**src/rtl/dds_ctrl.sv**
```systemverilog
// dds_ctrl: DDS waveform sequencer.
// Holds the phase accumulator, the sample-rate divider and the frequency
// tuning word. Produces the ROM address and the one-hot waveform select;
// waveform changes are deferred to a phase wrap while running.
module dds_ctrl #(
   parameter int unsigned      ACC_W       = 32,
   parameter int unsigned      ADDR_W      = 8,
   parameter int unsigned      SAMPLE_DIV  = 100,
   parameter logic [ACC_W-1:0] FTW_DEFAULT = 32'h0100_0000,
   parameter logic [ACC_W-1:0] FTW_STEP    = 32'h0010_0000,
   parameter logic [ACC_W-1:0] FTW_MIN     = 32'h0010_0000,
   parameter logic [ACC_W-1:0] FTW_MAX     = 32'h4000_0000
) (
   input  logic              clk,
   input  logic              rst,
   input  logic              run,
   input  logic [3:0]        sw,
   input  logic              freq_up,
   input  logic              freq_down,
   input  logic              phase_clr,
   output logic [ADDR_W-1:0] address,
   output logic [3:0]        sel,
   output logic [ACC_W-1:0]  ftw,
   output logic              sample_tick,
   output logic              wrap
);

   localparam int unsigned DIV_W = $clog2(SAMPLE_DIV);
   localparam logic [DIV_W-1:0] CNT_LAST = DIV_W'(SAMPLE_DIV - 1);
   localparam logic [DIV_W-1:0] CNT_PRE  = DIV_W'(SAMPLE_DIV - 2);

   logic [DIV_W-1:0] cnt;
   logic [ACC_W-1:0] acc;
   logic [3:0]       pending;

   logic [ACC_W:0]   sum;
   logic [ACC_W:0]   ftw_inc;
   logic [ACC_W:0]   ftw_dec;
   logic [ACC_W-1:0] ftw_nxt;
   logic             wrap_nxt;
   logic             sw_onehot;

   // The address register is the top slice of the accumulator register itself,
   // so it is updated on the same edge as the accumulator.
   assign address = acc[ACC_W-1 -: ADDR_W];

   // Next-state arithmetic: phase add with carry, saturating FTW step, request decode
   always_comb begin
      sum       = {1'b0, acc} + {1'b0, ftw};
      wrap_nxt  = phase_clr | (sample_tick & run & sum[ACC_W]);
      sw_onehot = (sw != '0) && ((sw & (sw - 4'd1)) == '0);
      ftw_inc   = {1'b0, ftw} + {1'b0, FTW_STEP};
      ftw_dec   = {1'b0, ftw} - {1'b0, FTW_STEP};
      ftw_nxt   = ftw;
      if (freq_up && !freq_down) begin
         ftw_nxt = (ftw_inc > {1'b0, FTW_MAX}) ? FTW_MAX : ftw_inc[ACC_W-1:0];
      end else if (freq_down && !freq_up) begin
         ftw_nxt = (ftw_dec[ACC_W] || (ftw_dec[ACC_W-1:0] < FTW_MIN)) ?
                   FTW_MIN : ftw_dec[ACC_W-1:0];
      end
   end

   // Divider, accumulator, select and tuning-word registers
   always_ff @(posedge clk) begin
      if (rst) begin
         cnt         <= '0;
         sample_tick <= 1'b0;
         acc         <= '0;
         wrap        <= 1'b0;
         pending     <= 4'b0001;
         sel         <= 4'b0001;
         ftw         <= FTW_DEFAULT;
      end else begin
         cnt         <= (cnt == CNT_LAST) ? '0 : cnt + 1'b1;
         // Registered strobe: high exactly while cnt sits at its last value
         sample_tick <= (cnt == CNT_PRE);

         if (phase_clr) begin
            acc <= '0;
         end else if (sample_tick && run) begin
            acc <= sum[ACC_W-1:0];
         end

         wrap    <= wrap_nxt;
         pending <= sw_onehot ? sw : 4'b0000;

         if (wrap_nxt || !run || (sel == 4'b0000)) begin
            sel <= pending;
         end

         ftw <= ftw_nxt;
      end
   end

endmodule

```
**config.mk**
```make
export PLATFORM = sky130hd
export DESIGN_NAME = dds_ctrl
export DESIGN_NICKNAME = d
export VERILOG_FILES = /design/src/rtl/dds_ctrl.sv
export SDC_FILE = /design/constraint.sdc
export NUM_CORES = 1
export LEC_CHECK = 0
export ABC_CLOCK_PERIOD_IN_PS = 5500
export CAP_MARGIN = 10
export CORE_AREA = 8 8 79 134
export DETAILED_ROUTE_END_ITERATION = 7
export DIE_AREA = 0 0 87 142
export PLACE_DENSITY = 0.67
export SLEW_MARGIN = 20
export SYNTH_ARGS = -nofsm -noshare
export SYNTH_HDL_FRONTEND = slang
export SYNTH_SLANG_ARGS = --single-unit
```
**constraint.sdc**
```tcl
create_clock -name clk -period 5.5 [get_ports clk]
set_input_delay 1.1 -clock clk [delete_from_list [all_inputs] [get_ports clk]]
set_output_delay 1.1 -clock clk [all_outputs]
set_load 0.02 [all_outputs]
```
# [Word level (Yosys, flattened, before mapping)]
# Cells that the tools add are included.
[classes] addsub=5 magnitude_cmp=2 eq_ne=2 n_mux=5 n_bitwise=5 n_reduce_logical=17
[ops] op="two-way mux 32 bit" n=4
[ops] op="adder 32 x 21 -> 33 bit (second input constant)" n=1
[ops] op="adder 32 x 32 -> 33 bit" n=1
[ops] op="greater-than comparator 33 x 31 -> 1 bit (second input constant)" n=1
[ops] op="subtractor 32 x 21 -> 33 bit (second input constant)" n=1
[ops] op="< comparator 32 x 21 -> 1 bit (second input constant)" n=1
[ops] op="equality test 7 bit (second input constant)" n=2
[ops] op="logical NOT 4 bit" n=2
[ops] op="adder 7 x 1 -> 7 bit (second input constant)" n=1
[ops] op="OR reduction 2 bit" n=3
[ops] op="bitwise AND 4 bit" n=1
[ops] op="logical AND 1 bit" n=4
[ops] op="nonzero test 4 bit" n=1
[ops] op="subtractor 4 x 1 -> 4 bit (second input constant)" n=1
[ops] op="logical NOT 1 bit" n=3
[ops] op="logical OR 1 bit" n=3
[ops] op="bitwise AND 1 bit" n=2
[ops] op="nonzero test 2 bit" n=1
[ops] op="two-way mux 1 bit" n=1
[ops] op="NOT 1 bit" n=1
[ops] op="OR 1 bit" n=1
[word_totals] reg_bits=81 in_bits=10 out_inout_bits=46 wordCells=44

# [Longest topological paths before layout]
[logic_depth] ltp_word=6 ltp_mapped=11 ltp_nobuf=9

# [Worst setup path after synthesis]
# No wires, ideal clock.
[synth_timing] kind="flip-flop to flip-flop" startpoint="reg ftw[20]" endpoint="reg ftw[23]" setup_ns=0.069 arrival_ns=2.500 slack_ns=2.931 path_stages_with_launch=12 cell_sequence="dfxtp_1 -> buf_2 -> inv_1 -> ha_1 -> or3b_2 -> nor2b_2 -> and3_1 -> or2_2 -> buf_2 -> nor3_1 -> a32oi_1 -> o21ai_1"
[synth_between] elab_chain_len=6 elab_cells_between_ends=9 cone_classes="add/sub (2); order compare (2); mux (4); reduce/logical (1)"
[synth_lines] item="start, declared" line_no="23" source="output logic [ACC_W-1:0] ftw,"
[synth_lines] item="start signal, assigned" line_no="91" source="ftw <= ftw_nxt;"
[synth_lines] item="subtractor 32 x 21 -> 33 bit" line_no="53" source="ftw_dec = {1'b0, ftw} - {1'b0, FTW_STEP};"
[synth_lines] item="< comparator 32 x 21 -> 1 bit" line_no="58" source="ftw_nxt = (ftw_dec[ACC_W] || (ftw_dec[ACC_W-1:0] < FTW_MIN)) ?"
[synth_lines] item="logical OR 1 bit" line_no="58"
[synth_lines] item="two-way mux 32 bit" line_no="58"
[synth_lines] item="two-way mux 32 bit" line_no="57" source="end else if (freq_down && !freq_up) begin"
[synth_lines] item="two-way mux 32 bit *" line_no="55" source="if (freq_up && !freq_down) begin"
# Every way passes the cells marked *; elsewhere a longest branch is shown, timed or not. The select of a mux whose other input is x is not followed.
# A chain may end at the register's enable or synchronous reset.

# [Worst setup path after layout]
[layout_timing] startpoint="reg ftw[21]" endpoint="reg ftw[22]"
# Same word-level chain as after synthesis.

==> results.sh <==
export IMPL_outcome="finished clean"
export IMPL_synthXorXnorAreaFrac=0.0684
export IMPL_tritoncts_num_buffers=9
export IMPL_final_cell_area_sq_um=4440
export IMPL_slew_limit_headroom=0.446
export IMPL_max_slew_worst_pin_slew_ps=828
export IMPL_post_cts_resized_instances=0
export IMPL_detail_route_wl_per_cell_microns=16.5
export IMPL_grt_remaining_overflow=0
export IMPL_n_antenna_cell=0
export IMPL_drt_pass1_iterations=4
export IMPL_yosys_most_used_dff="dfxtp_1"
export IMPL_clockRootBuffer="clkbuf_16"
export IMPL_hold_path_class="reg2reg"
export IMPL_synth_compound_area_share=0.178
export IMPL_via_per_inst=5.57
export IMPL_avgSynthCellArea_sq_um=8.04
export IMPL_synthToLayoutAreaGrowth_pct=15.5
export IMPL_syn_cell_area_sq_um=3840
export IMPL_clock_skew_final_ps=5.26
export IMPL_setup_ws_ps=2410
export IMPL_mostFrequentLayoutCells="60 x dfxtp_1, 54 x nor2_1, 46 x nand2_1"
export IMPL_post_synth_mux_area_share=0.00521
export IMPL_floorplan_io_pins=56
export IMPL_drt_iter0_markers=186
export IMPL_synth_async_sr_flop_share=0
export IMPL_nNetsFinal=524
export IMPL_die_height_microns=142
export IMPL_layout_cells_most_common="dfxtp_1"
export IMPL_synthesized_instance_count=478
export IMPL_cap_viol_max_count=0
export IMPL_core_area_sq_um=8810
export IMPL_combinational_family_with_the_most_area_after_synthesis="simple AND/OR/NAND/NOR gates"
export IMPL_via_count=3448
export IMPL_achievable_frequency_mhz=324
export IMPL_initial_antenna_violation_count=0
export IMPL_critical_path_startpoint="ftw[21]"
export IMPL_detail_route_antenna_nets=0
export IMPL_worstPathArrival_ps=3320
export IMPL_drc_errors=0
export IMPL_wl_microns=10200
export IMPL_postSynthRegisterBits=60
export IMPL_powerDensity_nw_per_um2=309
export IMPL_clk_pin_slew_ps=50
export IMPL_rsz0062_at_grt="no"
export IMPL_peakVddDrop_mv=0.213
export IMPL_yosys_cell_types=68
export IMPL_postCtsSetupBuffers=0
export IMPL_placementRows=46
export IMPL_crit_path_end_kind="flop"
export IMPL_ctsHoldBuffers=0
export IMPL_post_layout_total_power_mw=1.37
export IMPL_wire_length_of_the_first_global_routing_pass_microns=16400
export IMPL_gp_routability_congestion=0.956
export IMPL_first_global_vias=3333
export IMPL_synth_adder_area_share=0.0651
export IMPL_start_kind="flop"
export IMPL_post_route_cells_drive_above_1_share=0.0641
export IMPL_global_route_total_usage_across_every_layer=0.170
export IMPL_cts_num_sinks=60
export IMPL_finalSetupViolCount=0
export IMPL_hold_viol_final=0
export IMPL_preCtsSetupSlack_ps=2190
export IMPL_place_detailed_hpwl_microns=7800
export IMPL_post_synth_and_or_nand_nor_area_fraction=0.267
export IMPL_initial_utilization=0.436
export IMPL_placed_area_sq_um=4090
export IMPL_fillerInstances=849
export IMPL_tritoncts="built"
export IMPL_final_max_slew_viol_count=0
export IMPL_critPathRequiredTime_ps=5730
export IMPL_sequential_share_of_the_synthesized_area=0.313
export IMPL_grt_start_max_net_pins=24
export IMPL_timing_setup_critical_path_class="reg2reg"
export IMPL_ys_warn_count=0
export IMPL_critical_path_peak_fanout=10
export IMPL_total_leakage_power_nw=1.77
export IMPL_timing_setup_tns_ps=0
export IMPL_die_width_microns=87
export IMPL_port_buffers=35
export IMPL_finalCriticalPeriod_ps=3090
export IMPL_max_root_sink_buffers=2
export IMPL_fp_dieArea_sq_um=12400
export IMPL_h_tree_level_count=3
export IMPL_number_of_flops_mapped_to_enable_cells_by_yosys=0
export IMPL_timing_hold_worst_start="acc[9]"
export IMPL_final_min_period_over_clock_period=0.561
export IMPL_insertion_delay_to_the_later_sink_of_the_worst_skew_pair_ps=330
export IMPL_reg2reg_from="ftw[21]"
==> per-layer routing <==
layer,global-route usage,vias up,part of all wire
li1,-,1688,-
met5,0,-,0
met2,0.316,112,0.55
met4,0.100,0,0.040
met1,0.163,1620,0.35
met3,0.0399,28,0.054
==> flip-flops by register name, indices dropped and copies added, names as in the netlist <==
signal,flops
ftw,12
wrap,1
sel,4
pending,4
cnt,7
sample_tick,1
acc,31
==> logic make-up after synthesis <==
| kind of cell | Yosys count |
|---|---|
| buf+inv | 67 |
| simple gates | 204 |
| compound gates | 94 |
| other cells | 1 |
| mux | 2 |
| xor+xnor | 30 |
| fa+ha+maj | 20 |
| flops | 60 |
==> worst paths after layout <==
| kind | depth (start not counted) | to | slack, ps |
|---|---|---|---|
| max | 9 | ftw[22] | 2410 |
| min | 1 | acc[9] | 450 |
| max reg2reg | 9 | ftw[22] | 2410 |
| min reg2reg | 1 | acc[9] | 450 |
==> power by group <==
group	internal, mW	total (mW)	switching (mW)
clock network	0.454	0.652	0.198
logic	0.0884	0.228	0.139
registers	0.448	0.492	0.0435
==> metrics by stage <==
step	util	cells	hold slack, ps
global placement	0.464	603	443
global route	0.504	619	474
floorplan	-	498	426
finish	0.504	619	455
CTS	0.504	619	458
detailed placement	0.464	603	444
==> critical path, cell delays in order, from the launching register on <==
cell     delay (ps)
dfxtp_1         590
inv_1           220
ha_1            350
or3b_2          310
nor2b_2         100
and3_1          170
or2_2           350
nor3_1          570
a31oi_1         170
o22ai_1         160
==> final cells by class <==
type	count	area, sq um	area share
repair buffers	35	350	0.0789
inverters	17	63.8	0.0144
clock buffers	10	239	0.0538
clock inverters	6	111	0.0251
well taps	120	150	0.0338
multi-input cells	371	2320	0.523
flip-flops and latches	60	1200	0.271
==> cell usage after synthesis, types with 4 or more instances <==
cell / instances / area, sq um
o21ai_0: 10 / 50.1
nor3_1: 18 / 90.1
a31oi_1: 8 / 50.1
xnor2_1: 16 / 140
nor4_1: 6 / 37.5
a211oi_1: 4 / 30.0
nand4_1: 12 / 75.1
a21oi_1: 21 / 105
buf_4: 30 / 225
buf_2: 6 / 30.0
inv_1: 17 / 63.8
nand3_1: 20 / 100
nand2_1: 46 / 173
or3_1: 5 / 31.3
and3_1: 8 / 50.1
clkbuf_1: 10 / 37.5
xor2_1: 14 / 123
nor2_1: 54 / 203
dfxtp_1: 60 / 1200
and2_1: 11 / 68.8
or4_1: 4 / 30.0
ha_1: 20 / 250
a21o_1: 8 / 60.1
Power figures use the tool's default switching activity.
